### config.mk
export PLATFORM = sky130hd
export DESIGN_NAME = regs_dbg_port
export DESIGN_NICKNAME = d
export VERILOG_FILES = /design/src/rtl/regs_dbg_port.sv
export SDC_FILE = /design/constraint.sdc
export NUM_CORES = 1
export LEC_CHECK = 0
export ABC_AREA = 1
export CORE_ASPECT_RATIO = 1.4
export CORE_MARGIN = 2
export CORE_UTILIZATION = 36
export CTS_BUF_LIST = sky130_fd_sc_hd__clkbuf_8
export DETAILED_ROUTE_END_ITERATION = 8
export GPL_TIMING_DRIVEN = 0
export HOLD_SLACK_MARGIN = 0.03
export PLACE_DENSITY = 0.8
export SKIP_CTS_REPAIR_TIMING = 1
export SLEW_MARGIN = 20
export SYNTH_ARGS = -nofsm -noshare
export SYNTH_HDL_FRONTEND = slang
export SYNTH_SLANG_ARGS = --single-unit
### constraint.sdc
create_clock -name clk -period 1.56 [get_ports clk]
set_clock_uncertainty 0.05 [all_clocks]
set_input_delay 0.234 -clock clk [delete_from_list [all_inputs] [get_ports clk]]
set_output_delay 0.234 -clock clk [all_outputs]
set_load 0.01 [all_outputs]
### src/rtl/regs_dbg_port.sv
// Debug initiator for the 32x32 register file.
// Borrows the register-file ports from the core to perform single reads,
// single writes and full 32-register dumps. It stalls the core while it
// owns the ports and returns every result as a beat on a valid/ready stream.
module regs_dbg_port #(
   parameter int unsigned STALL_CYCLES = 1,  // legal 1..7
   parameter int unsigned XLEN         = 32
) (
   input  logic            clk,
   input  logic            reset,        // synchronous, active-low

   // command stream
   input  logic            cmd_valid,
   output logic            cmd_ready,
   input  logic [1:0]      cmd_op,
   input  logic [4:0]      cmd_addr,
   input  logic [XLEN-1:0] cmd_wdata,

   // response stream
   output logic            rsp_valid,
   input  logic            rsp_ready,
   output logic [4:0]      rsp_addr,
   output logic [XLEN-1:0] rsp_data,
   output logic            rsp_last,
   output logic            rsp_err,

   // core side
   output logic            core_stall,
   input  logic            core_regwrite,
   input  logic [4:0]      core_rdadr,
   input  logic [XLEN-1:0] core_rd,
   input  logic [4:0]      core_rs1adr,
   input  logic [4:0]      core_rs2adr,

   // register-file side
   output logic            rf_regwrite,
   output logic [4:0]      rf_rdadr,
   output logic [XLEN-1:0] rf_rd,
   output logic [4:0]      rf_rs1adr,
   output logic [4:0]      rf_rs2adr,
   input  logic [XLEN-1:0] rf_rs1
);

   typedef enum logic [2:0] {
      S_IDLE,
      S_STALL,
      S_RD_ISSUE,
      S_RD_WAIT,
      S_WRITE,
      S_RESP
   } state_t;

   typedef enum logic [1:0] {
      OP_READ  = 2'b00,
      OP_WRITE = 2'b01,
      OP_DUMP  = 2'b10,
      OP_RSVD  = 2'b11
   } op_t;

   // Last count value of the stall window; the counter starts at 0.
   localparam logic [2:0] STALL_LAST = 3'(STALL_CYCLES - 1);
   localparam logic [4:0] LAST_REG   = 5'd31;

   state_t          state_q, state_d;
   op_t             op_q, op_d;
   logic [4:0]      addr_q, addr_d;      // current register (dump index during a dump)
   logic [XLEN-1:0] wdata_q, wdata_d;
   logic [2:0]      cnt_q, cnt_d;
   logic [4:0]      rsp_addr_q, rsp_addr_d;
   logic [XLEN-1:0] rsp_data_q, rsp_data_d;
   logic            rsp_last_q, rsp_last_d;
   logic            rsp_err_q, rsp_err_d;

   // State and response registers with synchronous active-low reset.
   always_ff @(posedge clk) begin
      // NOTE: every state register uses <= so all flops update together from
      // the values they held before the edge, whatever the statement order.
      if (!reset) begin
         state_q    <= S_IDLE;
         op_q       <= OP_READ;
         addr_q     <= '0;
         wdata_q    <= '0;
         cnt_q      <= '0;
         rsp_addr_q <= '0;
         rsp_data_q <= '0;
         rsp_last_q <= 1'b0;
         rsp_err_q  <= 1'b0;
      end else begin
         state_q    <= state_d;
         op_q       <= op_d;
         addr_q     <= addr_d;
         wdata_q    <= wdata_d;
         cnt_q      <= cnt_d;
         rsp_addr_q <= rsp_addr_d;
         rsp_data_q <= rsp_data_d;
         rsp_last_q <= rsp_last_d;
         rsp_err_q  <= rsp_err_d;
      end
   end

   // Next-state logic: command capture, stall window, read/write sequencing, dump stepping.
   always_comb begin
      // NOTE: every signal gets a hold value first, so no path through the
      // case statement leaves one unassigned and no latch is inferred.
      state_d    = state_q;
      op_d       = op_q;
      addr_d     = addr_q;
      wdata_d    = wdata_q;
      cnt_d      = cnt_q;
      rsp_addr_d = rsp_addr_q;
      rsp_data_d = rsp_data_q;
      rsp_last_d = rsp_last_q;
      rsp_err_d  = rsp_err_q;

      unique case (state_q)
         S_IDLE: begin
            if (cmd_valid) begin
               op_d    = op_t'(cmd_op);
               addr_d  = cmd_addr;
               wdata_d = cmd_wdata;
               cnt_d   = '0;
               state_d = S_STALL;
            end
         end

         // Let any core writeback already in flight land before taking the ports.
         S_STALL: begin
            if (cnt_q == STALL_LAST) begin
               cnt_d = '0;
               unique case (op_q)
                  OP_READ:  state_d = S_RD_ISSUE;
                  OP_DUMP: begin
                     addr_d  = '0;
                     state_d = S_RD_ISSUE;
                  end
                  OP_WRITE: state_d = S_WRITE;
                  default: begin
                     rsp_addr_d = addr_q;
                     rsp_data_d = '0;
                     rsp_last_d = 1'b1;
                     rsp_err_d  = 1'b1;
                     state_d    = S_RESP;
                  end
               endcase
            end else begin
               cnt_d = cnt_q + 3'd1;
            end
         end

         S_RD_ISSUE: state_d = S_RD_WAIT;

         // The register file presents the data one cycle after the address.
         S_RD_WAIT: begin
            rsp_addr_d = addr_q;
            rsp_data_d = rf_rs1;
            rsp_last_d = (op_q != OP_DUMP) || (addr_q == LAST_REG);
            rsp_err_d  = 1'b0;
            state_d    = S_RESP;
         end

         S_WRITE: begin
            rsp_addr_d = addr_q;
            rsp_data_d = '0;
            rsp_last_d = 1'b1;
            rsp_err_d  = 1'b0;
            state_d    = S_RESP;
         end

         S_RESP: begin
            if (rsp_ready) begin
               if ((op_q == OP_DUMP) && (addr_q != LAST_REG)) begin
                  addr_d  = addr_q + 5'd1;
                  state_d = S_RD_ISSUE;
               end else begin
                  state_d = S_IDLE;
               end
            end
         end

         default: state_d = S_IDLE;
      endcase
   end

   // Register-file port mux: the core owns the ports in IDLE and STALL, debug otherwise.
   always_comb begin
      if ((state_q == S_IDLE) || (state_q == S_STALL)) begin
         rf_regwrite = core_regwrite;
         rf_rdadr    = core_rdadr;
         rf_rd       = core_rd;
         rf_rs1adr   = core_rs1adr;
         rf_rs2adr   = core_rs2adr;
      end else begin
         rf_regwrite = (state_q == S_WRITE);
         rf_rdadr    = addr_q;
         rf_rd       = wdata_q;
         rf_rs1adr   = addr_q;
         rf_rs2adr   = '0;
      end
   end

   assign cmd_ready  = (state_q == S_IDLE);
   assign core_stall = (state_q != S_IDLE);
   assign rsp_valid  = (state_q == S_RESP);
   assign rsp_addr   = rsp_addr_q;
   assign rsp_data   = rsp_data_q;
   assign rsp_last   = rsp_last_q;
   assign rsp_err    = rsp_err_q;

endmodule

==> impl_metrics.ini, run 1 <==
[logic_synthesis]
muxShareOfSynthArea_pct = 0
postSynthCellCount = 546
syn-cell-area_um2 = 3720
synth.area.top_cells = dfxtp_1 (45%), nand2_1 (16%), o21ai_0 (10%)
synth_area_leader_cell = dfxtp_1
yosysSeqAreaShare_pct = 45.2
synth_compound_area_share_pct = 21.7
synth_seq_cells = 84
synth-xor-area-share_pct = 0.235
yosys.area_share.simple_pct = 21.7
synthDistinctLibCells = 22
synth_nets = 673
synthTopCellsByCount = nand2_1 (157), dfxtp_1 (84), o21ai_0 (75), a21oi_1 (74), inv_1 (52)
ys.flop_type = dfxtp_1
synth_top_area_share_pct = 45.2
yosysMostFrequentCell = nand2_1
async_flop_share_pct = 0
synthAdderAreaFrac_pct = 1.35
syn_avg_cell_area_um2 = 6.81
synth_edf_count = 0
synth_top_family_by_area = compound AO/OA/AOI/OAI gates
ys_warn_count = 0

[critical_path]
arrival_ps = 1660
end_kind = output pin
cp_slowest_cell = dfxtp_2
start_kind = flop
crit_path_max_incr_delay_ps = 320
cpLargestDelayFamily = buffers and inverters
critPathKind = reg -> out
crit_path_frequent_cell = buf_6
critPathMaxFanout = 6
cp.required_ps = 1280
path_buf_inv = 5
worstPathCellList = buf_6, nor2_4, buf_8, buf_6, clkinvlp_4, nand2_2, nand2_1, clkbuf_2

[timing]
min_period_ps = 1950
finalSetupViolCount = 65
hold_slack_ps = 209
worstMarginPinSlew_ps = 490
fin_crit_sh_pct = 125
slew_headroom_pct = 67.4
drv_slew = 0
hold_viol = 0
finalWorstSetupSlack_ps = -386
max_freq_mhz = 514
rsz0062_at_grt = true
fin_tns_setup_ps = -16790

[floorplan]
core-area_um2 = 10000
die_w_um = 89.9
design.die.area_um2 = 11200
io_pins = 213
floorplan.rows = 43
initial_core_util_pct = 37.2
die_y_um = 124

[layout]
num-nets-final = 915
areaGrowthSynthToFinish_pct = 75.2
nFillCells = 919
drive_above_1_share_pct = 19.3
finalInstanceArea_um2 = 6520
num_antenna_cells = 0

[route]
via_count = 4372
ant_nets = 0
via_per_inst = 4.71
first_pass_iters = 4
drc_errors = 0
wl_per_cell_um = 14.1
first_iter_violations = 154
finalWirelength_um = 13100

[clock_tree]
cts_sinks = 84
clk_pin_slew_worst_paths_ps = 80
h-tree-depth = 3
cts_tree = done
cts_root_buf = clkbuf_8
cts_inserted_buffers = 9
clk_path_buf_depth = 2
clk_latency_ps = 360

[placed_design]
place_area_um2 = 6000
dpl.hpwl_um = 9620
io_buffers = 211
gp_congestion = 0.827

[pwr]
intPower_w = 0.00440
p_leak_nw = 3.34
power_frac_seq_pct = 38.3
combPwrFrac_pct = 38.1
clockPowerShare_pct = 23.6
p_switching_w = 0.00226
p_per_area_nw_per_um2 = 1020
power_switching_share_pct = 34.0
power_w = 0.00666
ir_drop_mv = 0.527

[global_routing]
grt_pass1_vias = 4231
grt_antenna_before_repair = 0
overflow = 0
grt_pass1_wl_um = 19700
grt_start_max_net_pins = 15
track_usage_pct = 21.4

[hold_path]
hp-class = in -> reg

[status]
violations = negative setup slack
status = finished, violations left

[run]
cap_violations = 0
==> worst paths after layout <==
path,start,end,slack [ps],cells past startpoint
setup reg to reg,addr_q[0],addr_q[3],-180,13
setup / recovery,state_q[2],rf_rs1adr[4],-390,8
hold / removal,reset,wdata_q[6],210,3
hold reg to reg,wdata_q[27],wdata_q[27],400,2
==> metal layers <==
metal	wire length, um	global-route usage [%]
met4	282	8.78
met3	735	6.05
met2	7070	38.9
met5	0	0
met1	5020	23.1
==> per-stage QoR <==
| stage | std cells | setup slack [ps] | util, % |
|---|---|---|---|
| 2_1_floorplan | 546 | 11.6 | - |
| 3_3_place_gp | 892 | -759 | 60.0 |
| 3_5_place_dp | 892 | -808 | 60.0 |
| 4_1_cts | 908 | -1220 | 62.0 |
| 5_1_grt | 928 | -475 | 65.1 |
| 6_report | 928 | -386 | 65.1 |
==> registers in the layout, indices dropped and copies added (netlist names) <==
name / flops
cnt_q: 3
rsp_data: 32
rsp_err: 1
op_q: 2
state_q: 3
rsp_addr: 5
rsp_last: 1
wdata_q: 32
addr_q: 5
==> power groups by stage <==
stage	Clock [W]	Sequential (W)	Combinational, W
6_report	0.00157	0.00255	0.00254
5_1_grt	0.00173	0.00258	0.00279
4_1_cts	0.00162	0.00253	0.00233
3_5_place_dp	0	0.00258	0.00232
3_3_place_gp	0	0.00257	0.00226
2_1_floorplan	0	0.00257	0.00113
==> final cells by class <==
class | count | area (um2) | area share, %
repair buffers | 230 | 2210 | 34.0
clock buffers | 10 | 138 | 2.11
inverters | 59 | 225 | 3.45
flip-flops and latches | 84 | 1700 | 26.0
well taps | 135 | 169 | 2.59
clock inverters | 6 | 63.8 | 0.979
plain buffers | 30 | 203 | 3.11
multi-input cells | 373 | 1800 | 27.6
repair inverters | 1 | 7.51 | 0.115
==> cells by family after synthesis <==
kind of cell	Yosys count
simple gates	208
compound gates	159
buf+inv	90
flops	84
fa+ha+maj	4
xor+xnor	1
==> worst register-to-register path: cells and delay by family (launching register included) <==
family / cells / cell delay, ps
AND/OR/NAND/NOR: 10 / 880
flip-flops: 1 / 370
adder cells (fa/ha/maj): 2 / 330
buffers and inverters: 1 / 50
==> cell usage in the layout, fill, tap and decap left out, drive strengths merged <==
| master | instances |
|---|---|
| nand2 | 160 |
| clkdlybuf4s50 | 128 |
| dfxtp | 84 |
| o21ai | 81 |
| a21oi | 74 |
| buf | 67 |
| inv | 57 |
| nor2 | 43 |
| dlymetal6s2s | 39 |
| clkbuf | 36 |
| nand3 | 5 |
| clkinvlp | 4 |
| ha | 4 |
| clkinv | 4 |
| a22o | 2 |
| o21a | 1 |
| xnor2 | 1 |
| nand3b | 1 |
| a31oi | 1 |
| bufinv | 1 |
(Power assumes the default switching activity.)
==> run 2, diff against run 1 <==
--- a/config.mk
+++ b/config.mk
@@ -10,6 +10,7 @@
 export CORE_MARGIN = 2
 export CORE_UTILIZATION = 36
 export CTS_BUF_LIST = sky130_fd_sc_hd__clkbuf_8
+export CTS_CLUSTER_SIZE = 12
 export DETAILED_ROUTE_END_ITERATION = 8
 export GPL_TIMING_DRIVEN = 0
 export HOLD_SLACK_MARGIN = 0.03
==> results of run 2 <==
The final DEF is identical to that of run 1; final timing and power are the same.
